File: config.mk
export PLATFORM = sky130hd
export DESIGN_NAME = fpu_div_seq_flat
export DESIGN_NICKNAME = d
export VERILOG_FILES = /design/src/rtl/fpu_div_seq_if.sv /design/src/rtl/fpu_div_seq.sv /design/src/flat_wrapper.sv
export SDC_FILE = /design/constraint.sdc
export NUM_CORES = 1
export LEC_CHECK = 0
export CORE_MARGIN = 10
export CORE_UTILIZATION = 25
export CTS_CLUSTER_DIAMETER = 40
export CTS_CLUSTER_SIZE = 25
export DETAILED_ROUTE_END_ITERATION = 8
export SLEW_MARGIN = 40
export SYNTH_ARGS = -nofsm -noshare
export SYNTH_HDL_FRONTEND = slang
export SYNTH_SLANG_ARGS = --single-unit
File: constraint.sdc
create_clock -name clk -period 10.3 [get_ports clk]
set_clock_uncertainty 0.1 [all_clocks]
set_input_delay 1.545 -clock clk [delete_from_list [all_inputs] [get_ports clk]]
set_output_delay 1.545 -clock clk [all_outputs]
set_load 0.03 [all_outputs]
File: src/rtl/fpu_div_seq_if.sv
// Operand/result handshake bundle for the sequential FP divider.
// Latency: none, wires only.
// Backpressure: in_ready gates operand acceptance, out_ready holds the result.
interface fpu_div_seq_if #(
    parameter int BITS = 32
);
    logic            in_valid;
    logic            in_ready;
    logic [BITS-1:0] x;
    logic [BITS-1:0] y;
    logic [2:0]      rm;
    logic            out_valid;
    logic            out_ready;
    logic [BITS-1:0] out;
    logic [4:0]      flags;

    modport master (
        output in_valid, x, y, rm, out_ready,
        input  in_ready, out_valid, out, flags
    );

    modport slave (
        input  in_valid, x, y, rm, out_ready,
        output in_ready, out_valid, out, flags
    );
endinterface

File: src/rtl/fpu_div_seq.sv
// Sequential IEEE-754 divider: radix-2 restoring mantissa divide, RISC-V rounding and flags.
// Latency: MANTISSA_BITS+5 edges from accept for finite operands, 2 edges for special operands.
// Backpressure: one operation in flight; the result is held in DONE until out_ready is seen.
module fpu_div_seq #(
    parameter int BITS          = 32,
    parameter int MANTISSA_BITS = 23,
    parameter int EXPONENT_BITS = 8
) (
    input  logic         clk,
    input  logic         rst,
    fpu_div_seq_if.slave bus
);
    localparam int M  = MANTISSA_BITS;
    localparam int E  = EXPONENT_BITS;
    localparam int EW = E + 2;
    localparam int LW = $clog2(M + 2);
    localparam int CW = $clog2(M + 3);

    localparam logic signed [EW-1:0] BIAS   = EW'((1 << (E - 1)) - 1);
    localparam logic signed [EW-1:0] EXPMAX = EW'((1 << E) - 1);
    localparam logic signed [EW-1:0] EXPONE = EW'(1);
    localparam logic signed [EW-1:0] SHCAP  = EW'(M + 2);
    localparam logic [BITS-1:0]      QNAN   = {1'b0, {E{1'b1}}, 1'b1, {(M-1){1'b0}}};

    typedef enum logic [2:0] {IDLE, UNPACK, DIVIDE, ROUND, DONE} stateT;

    stateT state, stateNext;

    logic inReady, outValid, accept, doUnpack, doDivide, doRound;

    logic [BITS-1:0] xReg, yReg;
    logic [2:0]      rmReg;
    logic [M+1:0]    rem;
    logic [M+2:0]    quo;
    logic [M:0]      dvsr;
    logic [CW-1:0]   cnt;
    logic signed [EW-1:0] expQ;
    logic            sgn;
    logic            isSpecial;
    logic [BITS-1:0] spRes;
    logic [4:0]      spFlags;
    logic [BITS-1:0] outReg;
    logic [4:0]      flagsReg;

    // Position of the leading one, counted from the hidden-bit position.
    function automatic logic [LW-1:0] lzCount(input logic [M:0] v);
        lzCount = '0;
        for (int i = 0; i <= M; i++) begin
            if (v[i]) lzCount = LW'(M - i);
        end
    endfunction

    // Operand fields.
    logic         xSign, ySign;
    logic [E-1:0] xExp, yExp;
    logic [M-1:0] xFrac, yFrac;

    assign xSign = xReg[BITS-1];
    assign ySign = yReg[BITS-1];
    assign xExp  = xReg[BITS-2:M];
    assign yExp  = yReg[BITS-2:M];
    assign xFrac = xReg[M-1:0];
    assign yFrac = yReg[M-1:0];

    logic xNan, yNan, xSnan, ySnan, xInf, yInf, xZero, yZero;

    assign xNan  = (&xExp) & (|xFrac);
    assign yNan  = (&yExp) & (|yFrac);
    assign xSnan = xNan & ~xFrac[M-1];
    assign ySnan = yNan & ~yFrac[M-1];
    assign xInf  = (&xExp) & ~(|xFrac);
    assign yInf  = (&yExp) & ~(|yFrac);
    assign xZero = ~(|xExp) & ~(|xFrac);
    assign yZero = ~(|yExp) & ~(|yFrac);

    // Normalise both mantissas so the divide always sees a leading one; denormals borrow exponent.
    logic [M:0]           xMant, yMant, xMantN, yMantN;
    logic [LW-1:0]        xLz, yLz;
    logic signed [EW-1:0] xExpN, yExpN, expTent;

    always_comb begin
        xMant   = {|xExp, xFrac};
        yMant   = {|yExp, yFrac};
        xLz     = lzCount(xMant);
        yLz     = lzCount(yMant);
        xMantN  = xMant << xLz;
        yMantN  = yMant << yLz;
        xExpN   = $signed({2'b00, (|xExp) ? xExp : E'(1)}) - $signed({{(EW-LW){1'b0}}, xLz});
        yExpN   = $signed({2'b00, (|yExp) ? yExp : E'(1)}) - $signed({{(EW-LW){1'b0}}, yLz});
        expTent = xExpN - yExpN + BIAS;
    end

    // Special-operand result, resolved in UNPACK so those operations skip the divide.
    logic            isSpecialNow;
    logic [BITS-1:0] spResNow;
    logic [4:0]      spFlagsNow;
    logic            qSign;

    assign qSign = xSign ^ ySign;

    always_comb begin
        isSpecialNow = 1'b1;
        spResNow     = '0;
        spFlagsNow   = '0;
        if (xNan || yNan) begin
            spResNow      = QNAN;
            spFlagsNow[4] = xSnan | ySnan;
        end else if ((xInf && yInf) || (xZero && yZero)) begin
            spResNow      = QNAN;
            spFlagsNow[4] = 1'b1;
        end else if (xInf) begin
            spResNow = {qSign, {E{1'b1}}, {M{1'b0}}};
        end else if (yZero) begin
            spResNow      = {qSign, {E{1'b1}}, {M{1'b0}}};
            spFlagsNow[3] = 1'b1;
        end else if (xZero || yInf) begin
            spResNow = {qSign, {(BITS-1){1'b0}}};
        end else begin
            isSpecialNow = 1'b0;
        end
    end

    // One restoring step: subtract the divisor when it fits, emit the quotient bit.
    logic [M+1:0] remDiff, remKeep;
    logic         remGe;

    assign remGe   = rem >= {1'b0, dvsr};
    assign remDiff = rem - {1'b0, dvsr};
    assign remKeep = remGe ? remDiff : rem;

    // Normalise, denormalise on underflow, round per rm and build the packed result and flags.
    logic                 qMsb, grd, stk, tiny, lost, grdR, stkR, lsb, inc, ovf, nx, toInf;
    logic [M:0]           sig;
    logic signed [EW-1:0] expR, shAmt;
    logic [M+1:0]         wide;
    logic [M:0]           wideSh;
    logic [E-1:0]         expField;
    logic [E+M-1:0]       sum;
    logic [BITS-1:0]      roundRes;
    logic [4:0]           roundFlags;

    always_comb begin
        qMsb  = quo[M+2];
        sig   = qMsb ? quo[M+2:2] : quo[M+1:1];
        grd   = qMsb ? quo[1] : quo[0];
        stk   = (qMsb & quo[0]) | (|rem);
        expR  = qMsb ? expQ : expQ - EXPONE;
        tiny  = expR < EXPONE;
        shAmt = '0;
        if (tiny) begin
            shAmt = EXPONE - expR;
            if (shAmt > SHCAP) shAmt = SHCAP;
        end
        wide     = {sig, grd};
        wideSh   = (M+1)'(wide >> shAmt);
        lost     = |(wide & ~({(M+2){1'b1}} << shAmt));
        grdR     = wideSh[0];
        stkR     = stk | lost;
        lsb      = wideSh[1];
        expField = tiny ? '0 : expR[E-1:0];

        case (rmReg)
            3'b001:  inc = 1'b0;
            3'b010:  inc = sgn & (grdR | stkR);
            3'b011:  inc = ~sgn & (grdR | stkR);
            3'b100:  inc = grdR;
            default: inc = grdR & (stkR | lsb);
        endcase

        case (rmReg)
            3'b001:  toInf = 1'b0;
            3'b010:  toInf = sgn;
            3'b011:  toInf = ~sgn;
            default: toInf = 1'b1;
        endcase

        sum = {expField, wideSh[M:1]} + (E+M)'(inc);
        ovf = (~tiny && (expR >= EXPMAX)) || (&sum[E+M-1:M]);
        nx  = grdR | stkR;

        if (isSpecial) begin
            roundRes   = spRes;
            roundFlags = spFlags;
        end else if (ovf) begin
            roundRes   = toInf ? {sgn, {E{1'b1}}, {M{1'b0}}}
                               : {sgn, {(E-1){1'b1}}, 1'b0, {M{1'b1}}};
            roundFlags = 5'b00101;
        end else begin
            roundRes   = {sgn, sum};
            roundFlags = {3'b000, nx & ~(|sum[E+M-1:M]), nx};
        end
    end

    // State register.
    always_ff @(posedge clk or posedge rst) begin
        if (rst) state <= IDLE;
        else     state <= stateNext;
    end

    // Next-state logic; specials go UNPACK -> ROUND -> DONE, bypassing the divide loop.
    always_comb begin
        stateNext = state;
        case (state)
            IDLE:    if (bus.in_valid) stateNext = UNPACK;
            UNPACK:  stateNext = isSpecialNow ? ROUND : DIVIDE;
            DIVIDE:  if (cnt == '0) stateNext = ROUND;
            ROUND:   stateNext = DONE;
            DONE:    if (bus.out_ready) stateNext = IDLE;
            default: stateNext = IDLE;
        endcase
    end

    // Per-state handshake outputs and datapath enables.
    always_comb begin
        inReady  = 1'b0;
        outValid = 1'b0;
        doUnpack = 1'b0;
        doDivide = 1'b0;
        doRound  = 1'b0;
        case (state)
            IDLE:    inReady  = 1'b1;
            UNPACK:  doUnpack = 1'b1;
            DIVIDE:  doDivide = 1'b1;
            ROUND:   doRound  = 1'b1;
            DONE:    outValid = 1'b1;
            default: ;
        endcase
    end

    assign accept        = bus.in_valid & inReady;
    assign bus.in_ready  = inReady;
    assign bus.out_valid = outValid;
    assign bus.out       = outReg;
    assign bus.flags     = flagsReg;

    // Datapath registers: operand capture, unpack, divide iterations, result load.
    always_ff @(posedge clk or posedge rst) begin
        if (rst) begin
            xReg      <= '0;
            yReg      <= '0;
            rmReg     <= '0;
            rem       <= '0;
            quo       <= '0;
            dvsr      <= '0;
            cnt       <= '0;
            expQ      <= '0;
            sgn       <= 1'b0;
            isSpecial <= 1'b0;
            spRes     <= '0;
            spFlags   <= '0;
            outReg    <= '0;
            flagsReg  <= '0;
        end else begin
            if (accept) begin
                xReg  <= bus.x;
                yReg  <= bus.y;
                rmReg <= bus.rm;
            end
            if (doUnpack) begin
                rem       <= {1'b0, xMantN};
                dvsr      <= yMantN;
                quo       <= '0;
                cnt       <= CW'(M + 2);
                expQ      <= expTent;
                sgn       <= qSign;
                isSpecial <= isSpecialNow;
                spRes     <= spResNow;
                spFlags   <= spFlagsNow;
            end
            if (doDivide) begin
                rem <= {remKeep[M:0], 1'b0};
                quo <= {quo[M+1:0], remGe};
                cnt <= cnt - CW'(1);
            end
            if (doRound) begin
                outReg   <= roundRes;
                flagsReg <= roundFlags;
            end
        end
    end
endmodule

File: src/flat_wrapper.sv
// flat-port wrapper written by rule: the top's interface ports become plain ports
module fpu_div_seq_flat 
#(
    parameter int BITS          = 32,
    parameter int MANTISSA_BITS = 23,
    parameter int EXPONENT_BITS = 8
)
  (clk, rst, bus_in_valid, bus_x, bus_y, bus_rm, bus_out_ready, bus_in_ready, bus_out_valid, bus_out, bus_flags);
  fpu_div_seq_if #(.BITS(BITS)) bus_i ();
  input  logic clk;
  input  logic rst;
  input wire logic [$bits(bus_i.in_valid)-1:0] bus_in_valid;
  input wire logic [$bits(bus_i.x)-1:0] bus_x;
  input wire logic [$bits(bus_i.y)-1:0] bus_y;
  input wire logic [$bits(bus_i.rm)-1:0] bus_rm;
  input wire logic [$bits(bus_i.out_ready)-1:0] bus_out_ready;
  output wire logic [$bits(bus_i.in_ready)-1:0] bus_in_ready;
  output wire logic [$bits(bus_i.out_valid)-1:0] bus_out_valid;
  output wire logic [$bits(bus_i.out)-1:0] bus_out;
  output wire logic [$bits(bus_i.flags)-1:0] bus_flags;
  assign bus_i.in_valid = bus_in_valid;
  assign bus_i.x = bus_x;
  assign bus_i.y = bus_y;
  assign bus_i.rm = bus_rm;
  assign bus_i.out_ready = bus_out_ready;
  assign bus_in_ready = bus_i.in_ready;
  assign bus_out_valid = bus_i.out_valid;
  assign bus_out = bus_i.out;
  assign bus_flags = bus_i.flags;
  fpu_div_seq #(.BITS(BITS), .MANTISSA_BITS(MANTISSA_BITS), .EXPONENT_BITS(EXPONENT_BITS)) u_core (.clk(clk), .rst(rst), .bus(bus_i));
endmodule
== After elaboration in Yosys (flattened, before gate mapping) ==
Cells that the tools add are included.

* Add/sub/neg operators: 9
* Multiply operators: 0
* Div/mod/pow operators: 0
* Order comparisons: 4
* Equal/unequal tests: 11
* Shifts and indexed selects: 4
* Mux-type cells: 96
* Bitwise gates (word level): 31
* Reduce and logical (&&, ||, !) cells: 21

{| class="wikitable"
|+ Operators with widths
! cell !! number
|-
| 5-bit 2-to-1 mux || 51
|-
| 32-bit 2-to-1 mux || 6
|-
| 24-bit 2-to-1 mux || 3
|-
| 26-bit 2-to-1 mux || 2
|-
| 25-bit 2-to-1 mux || 2
|-
| 25-bit OR reduction || 2
|-
| 24-bit by 5-bit left shift with 24-bit output || 2
|-
| 23-bit OR reduction || 2
|-
| 31-bit by 1-bit adder with 31-bit output || 1
|-
| 31-bit 2-to-1 mux || 1
|-
| 10-bit 2-to-1 mux || 3
|-
| 25-bit bitwise AND || 1
|-
| 25-bit by 24-bit >= comparator with 1-bit output || 1
|-
| 25-bit inverter || 1
|-
| 25-bit by 10-bit left shift with 25-bit output, first input constant || 1
|-
| 25-bit by 10-bit right shift with 24-bit output || 1
|-
| 8-bit 2-to-1 mux || 3
|-
| 8-bit AND reduction || 3
|-
| 8-bit OR reduction || 3
|-
| 24-bit subtractor || 1
|-
| 1-bit 2-to-1 mux || 18
|-
| 8-bit by 5-bit subtractor with 9-bit output || 2
|-
| 3-bit case mux with 5 select lines || 1
|-
| 1-bit bitwise AND || 14
|-
| 25 further kinds || 51
|}

* Register bits after elaboration: 233
* Bits in latches: 0
* Bits in writable memories: 0
* ROM bits: 0
* Input port bits: 71
* Word-level logic and storage cells: 191
* Memories kept: 0

== Logic depth before layout (Yosys ltp) ==
Gate-level depths: netlist of the first run.

* Word-level depth: 27
* Mapped depth: 38
* Gate-level depth less buffers: 32

== Least setup slack after synthesis of the first run ==
No wires, ideal clock.

* Path kind: reg2reg
* Start: register u_core.quo[25]
* End: register u_core.outReg[18], in the netlist u_core.bus.out[18]
* Data arrival time: 8022 ps
* Required time: 10118 ps
* Path slack: 2096 ps
* Stages on the path, launching flop included: 38
* Path buffers: 8
* Clock period less this slack: 8204 ps
* Cell sequence: dfrtp_1 > buf_2 > clkbuf_1 > clkbuf_1 > buf_1 > inv_1 > a21boi_0 > nor2_1 > ha_1 > buf_1 > nor2b_1 > nor3_1 > a31oi_1 > xnor2_1 > nand4_4 > o221ai_4 > clkbuf_1 > clkbuf_1 > [... 2 more ...] > o221ai_1 > a21oi_1 > o32ai_1 > nor3_1 > nor2b_1 > a21oi_1 > nor2_1 > o22a_1 > ha_1 > ha_1 > nand2_1 > or4b_1 > nor4_1 > mux2i_1 > nand4b_4 > a21o_2 > buf_6 > o211ai_2

* Cells in the longest elaborated chain, start to end: 18
* Elaborated cells on any way between the ends: 31
* Those cells by class: 2 x add/sub; 3 x order compare; 2 x shift; 9 x mux; 11 x bitwise; 4 x reduce/logical

{| class="wikitable"
|+ Ends and longest elaborated chain
! what !! line !! text
|-
| from (decl) || fpu_div_seq.sv:34 || <nowiki>logic [M+2:0] quo;</nowiki>
|-
| from (signal assigned) || fpu_div_seq.sv:272 || <nowiki>quo <= {quo[M+1:0], remGe};</nowiki>
|-
| 10-bit 2-to-1 mux || fpu_div_seq.sv:147 || <nowiki>expR = qMsb ? expQ : expQ - EXPONE;</nowiki>
|-
| 2-bit by 10-bit subtractor with 10-bit output || fpu_div_seq.sv:151 || <nowiki>shAmt = EXPONE - expR;</nowiki>
|-
| 10-bit by 6-bit greater-than comparator with 1-bit output || fpu_div_seq.sv:152 || <nowiki>if (shAmt > SHCAP) shAmt = SHCAP;</nowiki>
|-
| 10-bit 2-to-1 mux || fpu_div_seq.sv:152 ||
|-
| 10-bit 2-to-1 mux || fpu_div_seq.sv:150 || <nowiki>if (tiny) begin</nowiki>
|-
| 25-bit by 10-bit left shift with 25-bit output || fpu_div_seq.sv:156 || <nowiki>lost = |(wide & ~({(M+2){1'b1}} << shAmt));</nowiki>
|-
| 25-bit inverter || fpu_div_seq.sv:156 ||
|-
| 25-bit bitwise AND || fpu_div_seq.sv:156 ||
|-
| [... 2 more ...] || - ||
|-
| 1-bit bitwise OR, on equally long branches || fpu_div_seq.sv:167, fpu_div_seq.sv:164, fpu_div_seq.sv:165 ||
|-
| 1-bit bitwise AND, on equally long branches || fpu_div_seq.sv:167, fpu_div_seq.sv:164, fpu_div_seq.sv:165 ||
|-
| 1-bit case mux with 4 select lines || fpu_div_seq.sv:162 || <nowiki>case (rmReg)</nowiki>
|-
| 31-bit by 1-bit adder with 31-bit output || fpu_div_seq.sv:177 || <nowiki>sum = {expField, wideSh[M:1]} + (E+M)'(inc);</nowiki>
|-
| 8-bit AND reduction || fpu_div_seq.sv:178 || <nowiki>ovf = (~tiny && (expR >= EXPMAX)) || (&sum[E+M-1:M]);</nowiki>
|-
| 1-bit logical OR || fpu_div_seq.sv:178 ||
|-
| 31-bit 2-to-1 mux (*) || fpu_div_seq.sv:184 || <nowiki>end else if (ovf) begin</nowiki>
|-
| 32-bit 2-to-1 mux (*) || fpu_div_seq.sv:181 || <nowiki>if (isSpecial) begin</nowiki>
|-
| to (signal assigned) || fpu_div_seq.sv:276 || <nowiki>outReg <= roundRes;</nowiki>
|-
| to (decl) || fpu_div_seq.sv:42 || <nowiki>logic [BITS-1:0] outReg;</nowiki>
|}

Mark *: on every way between the ends. The rest lies on a longest branch, timed or not.
A chain may end at the register's enable or synchronous reset.

== Worst setup path after layout of the first run ==
* Start: register u_core.expQ[0]
* End: register u_core.outReg[22], in the netlist u_core.bus.out[22]

* Cells in the longest elaborated chain, start to end: 19
* Elaborated cells on any way between the ends: 28
* Those cells by class: 3 x add/sub; 3 x order compare; 2 x shift; 7 x mux; 9 x bitwise; 4 x reduce/logical

{| class="wikitable"
|+ Ends and longest elaborated chain
! what !! line !! text
|-
| from (decl) || fpu_div_seq.sv:37 || <nowiki>logic signed [EW-1:0] expQ;</nowiki>
|-
| from (signal assigned) || fpu_div_seq.sv:264 || <nowiki>expQ <= expTent;</nowiki>
|-
| 10-bit by 2-bit subtractor with 10-bit output || fpu_div_seq.sv:147 ||
|-
| 10-bit 2-to-1 mux (*) || fpu_div_seq.sv:147 ||
|-
| 2-bit by 10-bit subtractor with 10-bit output || fpu_div_seq.sv:151 ||
|-
| 10-bit by 6-bit greater-than comparator with 1-bit output || fpu_div_seq.sv:152 ||
|-
| 10-bit 2-to-1 mux || fpu_div_seq.sv:152 ||
|-
| 10-bit 2-to-1 mux || fpu_div_seq.sv:150 ||
|-
| 25-bit by 10-bit left shift with 25-bit output || fpu_div_seq.sv:156 ||
|-
| 25-bit inverter || fpu_div_seq.sv:156 ||
|-
| [... 3 more ...] || - ||
|-
| 1-bit bitwise OR, on equally long branches || fpu_div_seq.sv:167, fpu_div_seq.sv:164, fpu_div_seq.sv:165 ||
|-
| 1-bit bitwise AND, on equally long branches || fpu_div_seq.sv:167, fpu_div_seq.sv:164, fpu_div_seq.sv:165 ||
|-
| 1-bit case mux with 4 select lines || fpu_div_seq.sv:162 ||
|-
| 31-bit by 1-bit adder with 31-bit output || fpu_div_seq.sv:177 ||
|-
| 8-bit AND reduction || fpu_div_seq.sv:178 ||
|-
| 1-bit logical OR || fpu_div_seq.sv:178 ||
|-
| 31-bit 2-to-1 mux (*) || fpu_div_seq.sv:184 ||
|-
| 32-bit 2-to-1 mux (*) || fpu_div_seq.sv:181 ||
|}

Marks and branches as above.

==> results of run 1 <==
-- worst max-delay path by stage --
stage	from	to	slack (ps)	depth (start not counted)
2_1_floorplan	u_core.quo[25]	u_core.bus.out[18]	2100	37
3_3_place_gp	u_core.expQ[0]	u_core.bus.out[30]	1870	34
3_5_place_dp	u_core.expQ[0]	u_core.bus.out[22]	1700	34
4_1_cts	u_core.expQ[0]	u_core.bus.out[22]	1620	34
5_1_grt	u_core.expQ[0]	u_core.bus.out[22]	770	34
6_report	u_core.expQ[0]	u_core.bus.out[22]	1530	33
-- where the power goes --
part / switching (mW) / leakage, nW / total (mW) / internal, mW
sequential: 0.455 / 2.55 / 1.59 / 1.14
clock: 0.472 / 0.538 / 1.13 / 0.659
combinational: 2.95 / 5.16 / 4.74 / 1.80
-- stage by stage --
| stage | hold slack (ps) | util |
|---|---|---|
| 6_report | 366.0 | 0.2996 |
| 5_1_grt | 408.2 | 0.2996 |
| 4_1_cts | 370.3 | 0.2992 |
| 3_5_place_dp | 356.0 | 0.2823 |
| 3_3_place_gp | 352.6 | 0.2819 |
| 2_1_floorplan | 344.1 | - |
-- critical path, delay by kind of cell (launching register included) --
kind / cells / cell delay (ps)
AND/OR/NAND/NOR: 13 / 2040
XOR/XNOR: 1 / 450
adder cells (fa/ha/maj): 4 / 1180
buffers and inverters: 4 / 610
AO/OA/AOI/OAI: 10 / 3250
flip-flops: 1 / 550
multiplexers: 1 / 380
-- layout by cell type (no fill, tap or decap), drive strengths merged, types with 33 or more instances in the layout --
cell type | netlist | routed
buf | 34 | 37
nor2 | 177 | 177
o211ai | 42 | 42
nand2 | 216 | 216
nor3 | 59 | 59
nor4 | 39 | 39
mux2 | 77 | 77
o21ai | 136 | 136
clkbuf | 88 | 36
xnor2 | 50 | 50
inv | 77 | 87
nand3 | 33 | 33
ha | 52 | 52
mux2i | 146 | 146
clkdlybuf4s50 | 0 | 109
dfrtp | 204 | 204
a21oi | 106 | 106
-- state kept, by name, indices dropped and copies added (netlist names) --
| signal | flops |
|---|---|
| u_core.rmReg | 3 |
| u_core.quo | 26 |
| u_core.dvsr | 24 |
| u_core.spRes | 3 |
| u_core.isSpecial | 1 |
| u_core.expQ | 10 |
| u_core.bus.flags | 5 |
| u_core.xReg | 32 |
| u_core.sgn | 1 |
| u_core.state | 3 |
| u_core.rem | 25 |
| u_core.yReg | 32 |
| u_core.cnt | 5 |
| u_core.bus.out | 32 |
| u_core.spFlags | 2 |
-- cell type report --
| type | instances | area, um^2 |
|---|---|---|
| fill | 7218 | 46960 |
| multi-input combinational | 1576 | 11080 |
| sequential | 204 | 5106 |
| timing repair buffer | 147 | 1378 |
| tap | 873 | 1092 |
| clock buffer | 35 | 854.6 |
| inverter | 77 | 296.5 |
| clock inverter | 27 | 280.3 |
-- cell families (layout without fill, tap and decap cells) --
kind of cell	Yosys count	in the layout	share of synthesized area
xor gates and xnor gates	75	75	0.04018
AOI/OAI and AO/OA	565	565	0.2389
DFF	204	204	0.3025
buffers and inverters	199	286	0.04841
and+or+nand+nor	657	657	0.1886
muxes	224	224	0.1393
adders and majority gates	55	55	0.04211
-- per-layer routing --
layer  share of wire  GRT usage
met1            0.44     0.1929
met2            0.45     0.2337
met3           0.063    0.02504
met4           0.047    0.06611
met5               0          0
-- synthesized netlist by cell type, types with 7 or more instances --
cell,instances,area (um^2)
sky130_fd_sc_hd__nor3_1,59,295.3
sky130_fd_sc_hd__and3_1,8,50.05
sky130_fd_sc_hd__o31ai_1,11,82.58
sky130_fd_sc_hd__a22oi_1,10,75.07
sky130_fd_sc_hd__mux2_2,77,867.1
sky130_fd_sc_hd__nor4_1,34,212.7
sky130_fd_sc_hd__nand4_1,19,118.9
sky130_fd_sc_hd__o221ai_1,15,131.4
sky130_fd_sc_hd__dfrtp_1,204,5105
sky130_fd_sc_hd__nor2b_1,12,75.07
sky130_fd_sc_hd__clkbuf_1,88,330.3
sky130_fd_sc_hd__o2111ai_1,10,87.58
sky130_fd_sc_hd__ha_1,52,650.6
sky130_fd_sc_hd__or3_1,13,81.33
sky130_fd_sc_hd__nand2_1,213,799.5
sky130_fd_sc_hd__a21oi_1,103,515.5
sky130_fd_sc_hd__o21bai_1,15,112.6
sky130_fd_sc_hd__inv_1,76,285.3
sky130_fd_sc_hd__nand2b_1,14,87.58
sky130_fd_sc_hd__xor2_1,23,201.4
sky130_fd_sc_hd__a211oi_1,29,217.7
sky130_fd_sc_hd__mux2i_1,146,1461
sky130_fd_sc_hd__buf_2,14,70.07
sky130_fd_sc_hd__a21boi_0,15,112.6
sky130_fd_sc_hd__nand3_1,32,160.2
sky130_fd_sc_hd__a22o_1,28,245.2
sky130_fd_sc_hd__o22ai_1,28,175.2
sky130_fd_sc_hd__a31oi_1,11,68.82
sky130_fd_sc_hd__xnor2_1,50,437.9
sky130_fd_sc_hd__or2_2,11,68.82
sky130_fd_sc_hd__o21ai_0,125,625.6
sky130_fd_sc_hd__and2_1,16,100.1
sky130_fd_sc_hd__a32oi_1,10,87.58
sky130_fd_sc_hd__buf_1,11,41.29
sky130_fd_sc_hd__o211ai_1,22,165.2
sky130_fd_sc_hd__o211ai_2,20,250.2
sky130_fd_sc_hd__a221oi_1,10,87.58
sky130_fd_sc_hd__or4_1,8,60.06
sky130_fd_sc_hd__o21a_1,7,52.55
sky130_fd_sc_hd__a21o_1,13,97.59
sky130_fd_sc_hd__nor2_1,175,656.9
sky130_fd_sc_hd__nor3b_1,9,67.56
==> impl_metrics.env, run 1 <==
export IMPL_timing_reg2reg_worst_path_depth=33
export IMPL_max_slew_margin=0.3622
export IMPL_floorplan_die_area_um2=78300
export IMPL_netlist_area_um2=16880
export IMPL_max_cap_viol_count=0
export IMPL_finalWorstSetupSlack_ps=1529
export IMPL_finalSetupTns_ps=0
export IMPL_hold_class="reg -> reg"
export IMPL_drive_above_1_share=0.1297
export IMPL_cts_htree_levels=2
export IMPL_synthesis_nets=2105
export IMPL_post_layout_total_power_mw=7.468
export IMPL_synth_enable_flop_cells=0
export IMPL_vias_per_cell=5.352
export IMPL_groute_usage_overall=0.1472
export IMPL_criticalPathCategory="reg -> reg"
export IMPL_cts_setup_buffers=0
export IMPL_placeable_core_area_um2=67040
export IMPL_peakVddDrop_uv=155.8
export IMPL_fmaxAchievable_mhz=114.0
export IMPL_placedInstanceArea_um2=18920
export IMPL_clock_tree_root_cell="sky130_fd_sc_hd__clkbuf_16"
export IMPL_dp_cells=2876
export IMPL_drc=0
export IMPL_tightestPinTransition_ps=956.7
export IMPL_grt_antenna_before_repair=1
export IMPL_async_flop_share=1.000
export IMPL_post_synth_cell_area_avg_um2=8.528
export IMPL_top_level_ports=110
export IMPL_worstHoldEndpoint="u_core.bus.flags[4]"
export IMPL_yosysWarnings=0
export IMPL_area_growth_pct=18.99
export IMPL_synthCells=1979
export IMPL_worstHoldStart="u_core.bus.flags[4]"
export IMPL_clock_buffers_created_by_tritoncts=34
export IMPL_slew_violations=0
export IMPL_timing_hold_worst_path_depth=2
export IMPL_final_report_setup_violation_count=0
export IMPL_die_width_um=279.8
export IMPL_post_route_period_util=0.8516
export IMPL_result_of_the_run="finished clean"
export IMPL_worstReg2RegEnd="u_core.bus.out[22]"
export IMPL_count_of_state_elements_after_synthesis=204
export IMPL_timing_hold_violations_final=0
export IMPL_layout_cells_non_filler=2939
export IMPL_rsz0062_at_grt="false"
export IMPL_first_pass_grt_wire_length_um=92120
export IMPL_design_final_nets=2166
export IMPL_place_congestion=0.9917
export IMPL_timing_critical_path_to_type="register"
export IMPL_synth_seq_area_share=0.3025
export IMPL_detail_route_iter0_violations=1420
export IMPL_insertedDiodeCount=0
export IMPL_ff2ff_setup_slack_ps=1530
export IMPL_hold_buffers=0
export IMPL_grt_max_degree=91
export IMPL_die_height_um=279.8
export IMPL_cpPeakStageDelay_ps=670
export IMPL_clock_sinks=204
export IMPL_postSynth_topFlopCell="sky130_fd_sc_hd__dfrtp_1"
export IMPL_drt_first_pass_iters=6
export IMPL_timing_critical_path_mode_cell="sky130_fd_sc_hd__ha_1"
export IMPL_setup_worst_path_start_class="register"
export IMPL_crit_required_ps=10580
export IMPL_cts_clk_slew_worst_paths_ps=60
export IMPL_static_leakage_power_nw=8.255
export IMPL_row_count=95
export IMPL_path_max_fanout=23
export IMPL_detailed_place_hpwl_um=45700
export IMPL_initial_core_util=0.2518
export IMPL_post_cts_resized_instances=0
export IMPL_pre_cts_ws_ps=1700
export IMPL_crit_path_top_delay_cell="sky130_fd_sc_hd__o21ai_2"
export IMPL_critPathArrivalTime_ps=9050
export IMPL_numPortBuffers=109
export IMPL_cts_path_max_buffers=3
export IMPL_ant_nets=0
export IMPL_cts_tree="done"
export IMPL_grt_ovfl_total=0
export IMPL_routedWlPerCell_um=20.20
export IMPL_finalCriticalPeriod_ps=8771
export IMPL_grt_pass1_vias=15340
export IMPL_final_area_um2=20080
export IMPL_wirelength_um=59360
export IMPL_netlist_cell_type_count=108
export IMPL_num_vias=15730
export IMPL_timing_rr_start="u_core.expQ[0]"
export IMPL_p_per_area_nw_per_um2=371.8
export IMPL_clock_insertion_delay_worst_skew_ps=560
Note: power is estimated with default switching activity, not from simulation.
==> run 2, diff against run 1 <==
--- a/config.mk
+++ b/config.mk
@@ -6,10 +6,11 @@
 export NUM_CORES = 1
 export LEC_CHECK = 0
 export CORE_MARGIN = 10
-export CORE_UTILIZATION = 25
+export CORE_UTILIZATION = 55
 export CTS_CLUSTER_DIAMETER = 40
 export CTS_CLUSTER_SIZE = 25
 export DETAILED_ROUTE_END_ITERATION = 8
+export PLACE_DENSITY = 0.75
 export SLEW_MARGIN = 40
 export SYNTH_ARGS = -nofsm -noshare
 export SYNTH_HDL_FRONTEND = slang
==> run 2 against run 1 <==
Net effect:
- utilization up 34 points
- final area down 3.7%
- count of clock-buffer cells in the layout down 1
- critical path type unchanged
- largest power group unchanged
- worst setup slack better by 180 ps
- global-route usage up 15 points
- combinational power up 3%
- sequential share of layout area up 0.97 points
- sequential power about the same
- flip-flop and latch count unchanged
- routed wire length up 0.91%
- critical endpoint is now u_core.bus.out[30]
==> impl_metrics.env, run 2 (synthesis gave the netlist of run 1 again) <==
export IMPL_post_cts_resized_instances=0
export IMPL_p_switching_mw=3.884
export IMPL_fmaxAchievable_mhz=116.3
export IMPL_die_height_um=195.2
export IMPL_place_congestion=1.049
export IMPL_floorplan_die_area_um2=38090
export IMPL_ant_nets=0
export IMPL_design_final_nets=2164
export IMPL_power_frac_seq=0.213
export IMPL_finalCriticalPeriod_ps=8596
export IMPL_static_leakage_power_nw=8.203
export IMPL_post_route_period_util=0.8346
export IMPL_p_per_area_nw_per_um2=383.2
export IMPL_hold_class="reg -> reg"
export IMPL_drt_first_pass_iters=6
export IMPL_ff2ff_setup_slack_ps=1700
export IMPL_commonest_non_fill_non_tap_cell_in_the_layout="sky130_fd_sc_hd__nand2_1"
export IMPL_crit_path_top_delay_cell="sky130_fd_sc_hd__or4b_1"
export IMPL_cts_setup_buffers=0
export IMPL_slew_violations=0
export IMPL_max_cap_viol_count=0
export IMPL_final_report_setup_violation_count=0
export IMPL_crit_required_ps=10720
export IMPL_placedInstanceArea_um2=18360
export IMPL_grt_max_degree=134
export IMPL_timing_critical_path_to_type="register"
export IMPL_criticalPathCategory="reg -> reg"
export IMPL_fin_util=0.6358
export IMPL_post_layout_total_power_mw=7.414
export IMPL_die_width_um=195.2
export IMPL_layout_cells_most_common_list="212 x sky130_fd_sc_hd__nand2_1, 203 x sky130_fd_sc_hd__dfrtp_1, 172 x sky130_fd_sc_hd__nor2_1, 146 x sky130_fd_sc_hd__mux2i_1, 124 x sky130_fd_sc_hd__o21ai_0"
export IMPL_clock_buffers_created_by_tritoncts=30
export IMPL_rsz0062_at_grt="false"
export IMPL_netSwitchingFraction=0.5239
export IMPL_detailed_place_hpwl_um=45710
export IMPL_numPortBuffers=109
export IMPL_clock_sinks=204
export IMPL_placeable_core_area_um2=30430
export IMPL_cts_path_max_buffers=3
export IMPL_tightestPinTransition_ps=894.4
export IMPL_grt_ovfl_total=0
export IMPL_timing_hold_violations_final=0
export IMPL_result_of_the_run="finished clean"
export IMPL_grt_pass1_vias=15820
export IMPL_area_growth_pct=14.63
export IMPL_first_pass_grt_wire_length_um=92940
export IMPL_num_vias=16200
export IMPL_routedWlPerCell_um=24.40
export IMPL_groute_usage_overall=0.3019
export IMPL_cts_clk_slew_worst_paths_ps=60
export IMPL_clock_insertion_delay_worst_skew_ps=570
export IMPL_layout_cells_non_filler=2455
export IMPL_drive_above_1_share=0.1258
export IMPL_max_slew_margin=0.3994
export IMPL_comb_power_share=0.655
export IMPL_path_max_fanout=20
export IMPL_dp_cells=2402
export IMPL_row_count=64
export IMPL_drc=0
export IMPL_intPower_mw=3.530
export IMPL_power_clock_fraction=0.132
export IMPL_wirelength_um=59900
export IMPL_critPathArrivalTime_ps=9010
export IMPL_finalSetupTns_ps=0
export IMPL_hold_buffers=0
export IMPL_top_level_ports=110
export IMPL_detail_route_iter0_violations=1377
export IMPL_initial_core_util=0.5546
export IMPL_clock_tree_root_cell="sky130_fd_sc_hd__clkbuf_16"
export IMPL_setup_worst_path_start_class="register"
export IMPL_insertedDiodeCount=0
export IMPL_cts_tree="done"
export IMPL_cpPeakStageDelay_ps=580
export IMPL_grt_antenna_before_repair=0
export IMPL_peakVddDrop_uv=233.1
export IMPL_vias_per_cell=6.599
export IMPL_cts_htree_levels=1
export IMPL_final_area_um2=19350
run 2: path summary, 6_finish.rpt:
check / depth (start not counted) / endpoint / startpoint
worst max-delay path: 31 / u_core.bus.out[30] / u_core.expQ[0]
worst min-delay path: 2 / u_core.bus.flags[4] / u_core.bus.flags[4]
worst max register to register: 31 / u_core.bus.out[30] / u_core.expQ[0]
worst min register to register: 2 / u_core.bus.flags[4] / u_core.bus.flags[4]
max in group asynchronous: 3 / u_core.bus.out[16] / rst
min in group asynchronous: 2 / u_core.yReg[22] / rst
run 2: power groups by stage:
stage	sequential, mW	clock, mW	combinational, mW
2_1_floorplan	1.50	0	3.34
3_3_place_gp	1.55	0	4.69
3_5_place_dp	1.58	0	4.73
4_1_cts	1.57	0.990	4.78
5_1_grt	1.63	1.02	5.24
6_report	1.58	0.975	4.86
run 2: cell type report:
class	instances	area, um^2
Clock buffer	34	785.8
Clock inverter	19	192.7
Fill cell	2587	11080
Inverter	77	301.5
Multi-Input combinational cell	1576	11060
Sequential cell	204	5106
Tap cell	396	495.5
Timing Repair Buffer	149	1408
run 2: per-layer routing:
metal  wire length [um]  vias to the layer above  GRT usage  share of wire
met1              24090                     7807     0.3694           0.40
li1                   -                     7487          -              -
met2              27860                      738     0.4947           0.47
met3               3964                      168    0.04317          0.066
met4               3989                        0     0.1835          0.067
met5                  0                        -          0              0
run 2: per-stage QoR:
stage	setup slack, ps	hold WS (ps)
2_1_floorplan	2096	344.1
3_3_place_gp	2079	353.7
3_5_place_dp	1825	369.0
4_1_cts	1840	379.7
5_1_grt	1091	411.5
6_report	1704	378.2
run 2: worst max-delay path, delay by kind of cell (launching register included):
family	cells	cell delay, ps
simple gates	14	3140
compound gates	9	2280
fa+ha+maj	4	1160
flops	1	550
xor+xnor	1	490
mux	1	440
buf+inv	2	390
==> run 3, diff against run 2 <==
--- a/config.mk
+++ b/config.mk
@@ -10,7 +10,7 @@
 export CTS_CLUSTER_DIAMETER = 40
 export CTS_CLUSTER_SIZE = 25
 export DETAILED_ROUTE_END_ITERATION = 8
-export PLACE_DENSITY = 0.75
+export PLACE_DENSITY = 0.78
 export SLEW_MARGIN = 40
 export SYNTH_ARGS = -nofsm -noshare
 export SYNTH_HDL_FRONTEND = slang
==> constraint.sdc (replaced) <==
create_clock -name clk -period 7 [get_ports clk]
set_clock_uncertainty 0.1 [all_clocks]
set_input_delay 1.05 -clock clk [delete_from_list [all_inputs] [get_ports clk]]
set_output_delay 1.05 -clock clk [all_outputs]
set_load 0.03 [all_outputs]
==> run 3 against run 2 <==
Net effect:
- cell count increased by 3.3%
- die area did not move
- final area increased by 4.8%
- worst setup slack got worse by 1500 ps
- non-clock buffer count increased by 77
- critical path type unchanged
==> impl_metrics.env, run 3 (synthesis gave the netlist of run 1 again) <==
export IMPL_critPathArrivalTime_ps=7120
export IMPL_timing_rr_start="u_core.expQ[0]"
export IMPL_finalSetupTns_ps=0
export IMPL_hold_buffers=0
export IMPL_max_cap_viol_count=0
export IMPL_clock_insertion_delay_worst_skew_ps=570
export IMPL_placeable_core_area_um2=30430
export IMPL_startpoint="u_core.expQ[0]"
export IMPL_wirelength_um=62560
export IMPL_post_route_hold_slack_ps=379.8
export IMPL_commonest_non_fill_non_tap_cell_in_the_layout="sky130_fd_sc_hd__nand2_1"
export IMPL_grt_pass1_vias=16460
export IMPL_vias_per_cell=6.645
export IMPL_grt_antenna_before_repair=0
export IMPL_finalCriticalPeriod_ps=6761
export IMPL_clock_sinks=204
export IMPL_slew_violations=0
export IMPL_cts_tree="done"
export IMPL_cts_htree_levels=1
export IMPL_path_max_fanout=8
export IMPL_initial_core_util=0.5546
export IMPL_ant_nets=0
export IMPL_fillCellCount=2448
export IMPL_die_height_um=195.2
export IMPL_insertedDiodeCount=0
export IMPL_timing_critical_path_to_type="register"
export IMPL_drive_above_1_share=0.1720
export IMPL_groute_usage_overall=0.3137
export IMPL_place_congestion=1.063
export IMPL_die_width_um=195.2
export IMPL_worstHoldStart="u_core.bus.flags[3]"
export IMPL_tightestPinTransition_ps=878.7
export IMPL_row_count=64
export IMPL_timing_hold_violations_final=0
export IMPL_ff_latch_area_um2=5106
export IMPL_num_vias=16850
export IMPL_combined_area_of_the_multi_input_logic_cells_um2=11270
export IMPL_crit_required_ps=7360
export IMPL_detailed_place_hpwl_um=48070
export IMPL_fmaxAchievable_mhz=147.9
export IMPL_drc=0
export IMPL_grt_ovfl_total=0
export IMPL_area_growth_pct=20.12
export IMPL_criticalPathCategory="reg -> reg"
export IMPL_peakVddDrop_uv=375.9
export IMPL_max_slew_margin=0.4142
export IMPL_final_report_setup_violation_count=0
export IMPL_static_leakage_power_nw=8.695
export IMPL_routedWlPerCell_um=24.67
export IMPL_p_per_area_nw_per_um2=576.4
export IMPL_grt_max_degree=143
export IMPL_first_pass_grt_wire_length_um=96410
export IMPL_result_of_the_run="finished clean"
export IMPL_post_route_period_util=0.9659
export IMPL_setup_worst_path_start_class="register"
export IMPL_hold_class="reg -> reg"
export IMPL_layout_cells_most_common_list="212 x sky130_fd_sc_hd__nand2_1, 203 x sky130_fd_sc_hd__dfrtp_1, 171 x sky130_fd_sc_hd__nor2_1, 143 x sky130_fd_sc_hd__mux2i_1, 124 x sky130_fd_sc_hd__o21ai_0"
export IMPL_ff2ff_setup_slack_ps=240
export IMPL_clock_tree_root_cell="sky130_fd_sc_hd__clkbuf_16"
export IMPL_clock_buffers_created_by_tritoncts=31
export IMPL_cts_path_max_buffers=3
export IMPL_design_final_nets=2242
export IMPL_top_level_ports=110
export IMPL_detail_route_iter0_violations=1760
export IMPL_fin_util=0.6662
export IMPL_dp_cells=2468
export IMPL_numPortBuffers=109
export IMPL_floorplan_die_area_um2=38090
export IMPL_cts_clk_slew_worst_paths_ps=60
export IMPL_drt_first_pass_iters=6
export IMPL_layout_cells_non_filler=2536
-- run 3: cell types whose count changed in the layout (fill, tap and decap cells not counted), moves of 3 or more --
cell | previous run | this run
sky130_fd_sc_hd__mux2i_2 | 0 | 3
sky130_fd_sc_hd__mux2i_1 | 146 | 143
sky130_fd_sc_hd__clkinv_2 | 4 | 1
sky130_fd_sc_hd__o21ai_1 | 6 | 3
sky130_fd_sc_hd__a21oi_1 | 103 | 100
sky130_fd_sc_hd__nor3_1 | 59 | 56
sky130_fd_sc_hd__buf_4 | 38 | 110
sky130_fd_sc_hd__nor3_2 | 0 | 3
sky130_fd_sc_hd__inv_8 | 1 | 4
-- run 3: worst max-delay path, cell delays in order (launching register included) --
cell and delay [ps]:
sky130_fd_sc_hd__dfrtp_1 370, sky130_fd_sc_hd__inv_1 130, sky130_fd_sc_hd__ha_4 180, sky130_fd_sc_hd__nor4bb_1 310, sky130_fd_sc_hd__o221ai_1 380, sky130_fd_sc_hd__a21oi_2 390
sky130_fd_sc_hd__a31oi_2 220, sky130_fd_sc_hd__o2111a_2 360, sky130_fd_sc_hd__a21oi_4 300, sky130_fd_sc_hd__buf_4 250, sky130_fd_sc_hd__nor4_1 100, sky130_fd_sc_hd__a41oi_1 250
sky130_fd_sc_hd__o32ai_1 140, sky130_fd_sc_hd__a41o_1 260, sky130_fd_sc_hd__a32oi_2 240, sky130_fd_sc_hd__nor3_2 90, sky130_fd_sc_hd__nor2b_1 110, sky130_fd_sc_hd__a21oi_1 50
sky130_fd_sc_hd__nor2_1 100, sky130_fd_sc_hd__o22a_1 160, sky130_fd_sc_hd__ha_2 190, sky130_fd_sc_hd__nand3_1 60, sky130_fd_sc_hd__or4_1 500, sky130_fd_sc_hd__or2_1 270
sky130_fd_sc_hd__or4_1 530, sky130_fd_sc_hd__xor2_2 220, sky130_fd_sc_hd__nand2_1 70, sky130_fd_sc_hd__o41ai_1 320
-- run 3: final timing paths --
kind	endpoint	cells after the start
min in group asynchronous	u_core.yReg[22]	2
hold reg to reg	u_core.bus.flags[3]	2
setup / recovery	u_core.bus.flags[1]	27
max in group asynchronous	u_core.rem[14]	3
setup reg to reg	u_core.bus.flags[1]	27
hold / removal	u_core.bus.flags[3]	2
-- run 3: cell type report --
cell class                      instances  share of cell area
Clock buffer                           37             0.04036
Clock inverter                         20             0.01278
Inverter                               77             0.01487
Multi-Input combinational cell       1576              0.5561
Sequential cell                       204              0.2519
Tap cell                              396             0.02444
Timing Repair Buffer                  226             0.09955
-- run 3: routing by layer --
| layer | vias to the layer above | global-route usage | share of wire |
|---|---|---|---|
| li1 | 7638 | - | - |
| met1 | 8138 | 0.3855 | 0.39 |
| met2 | 884 | 0.5225 | 0.47 |
| met3 | 191 | 0.04745 | 0.078 |
| met4 | 0 | 0.1640 | 0.059 |
| met5 | - | 0 | 0 |
-- run 3: report_power, final --
part	internal, mW	switching (mW)
Sequential	1.68	0.638
Clock	0.971	0.618
Combinational	3.02	4.76
-- run 3: timing repair --
item | 4_1_cts | 5_1_grt
pin swaps | 0 | 8
endpoints found under the setup margin | 9 | 32
buffers inserted | 0 | 10
gates resized for setup | 2 | 31
-- run 3: through the flow --
step | power (mW) | instance area, um^2 | setup slack [ps]
3_5_place_dp | 9.684 | 18940 | 21.18
6_report | 11.69 | 20270 | 238.9
2_1_floorplan | 7.172 | 16950 | 23.12
3_3_place_gp | 9.560 | 18890 | 102.9
4_1_cts | 11.35 | 20020 | 5.437
5_1_grt | 12.35 | 20270 | -119.0
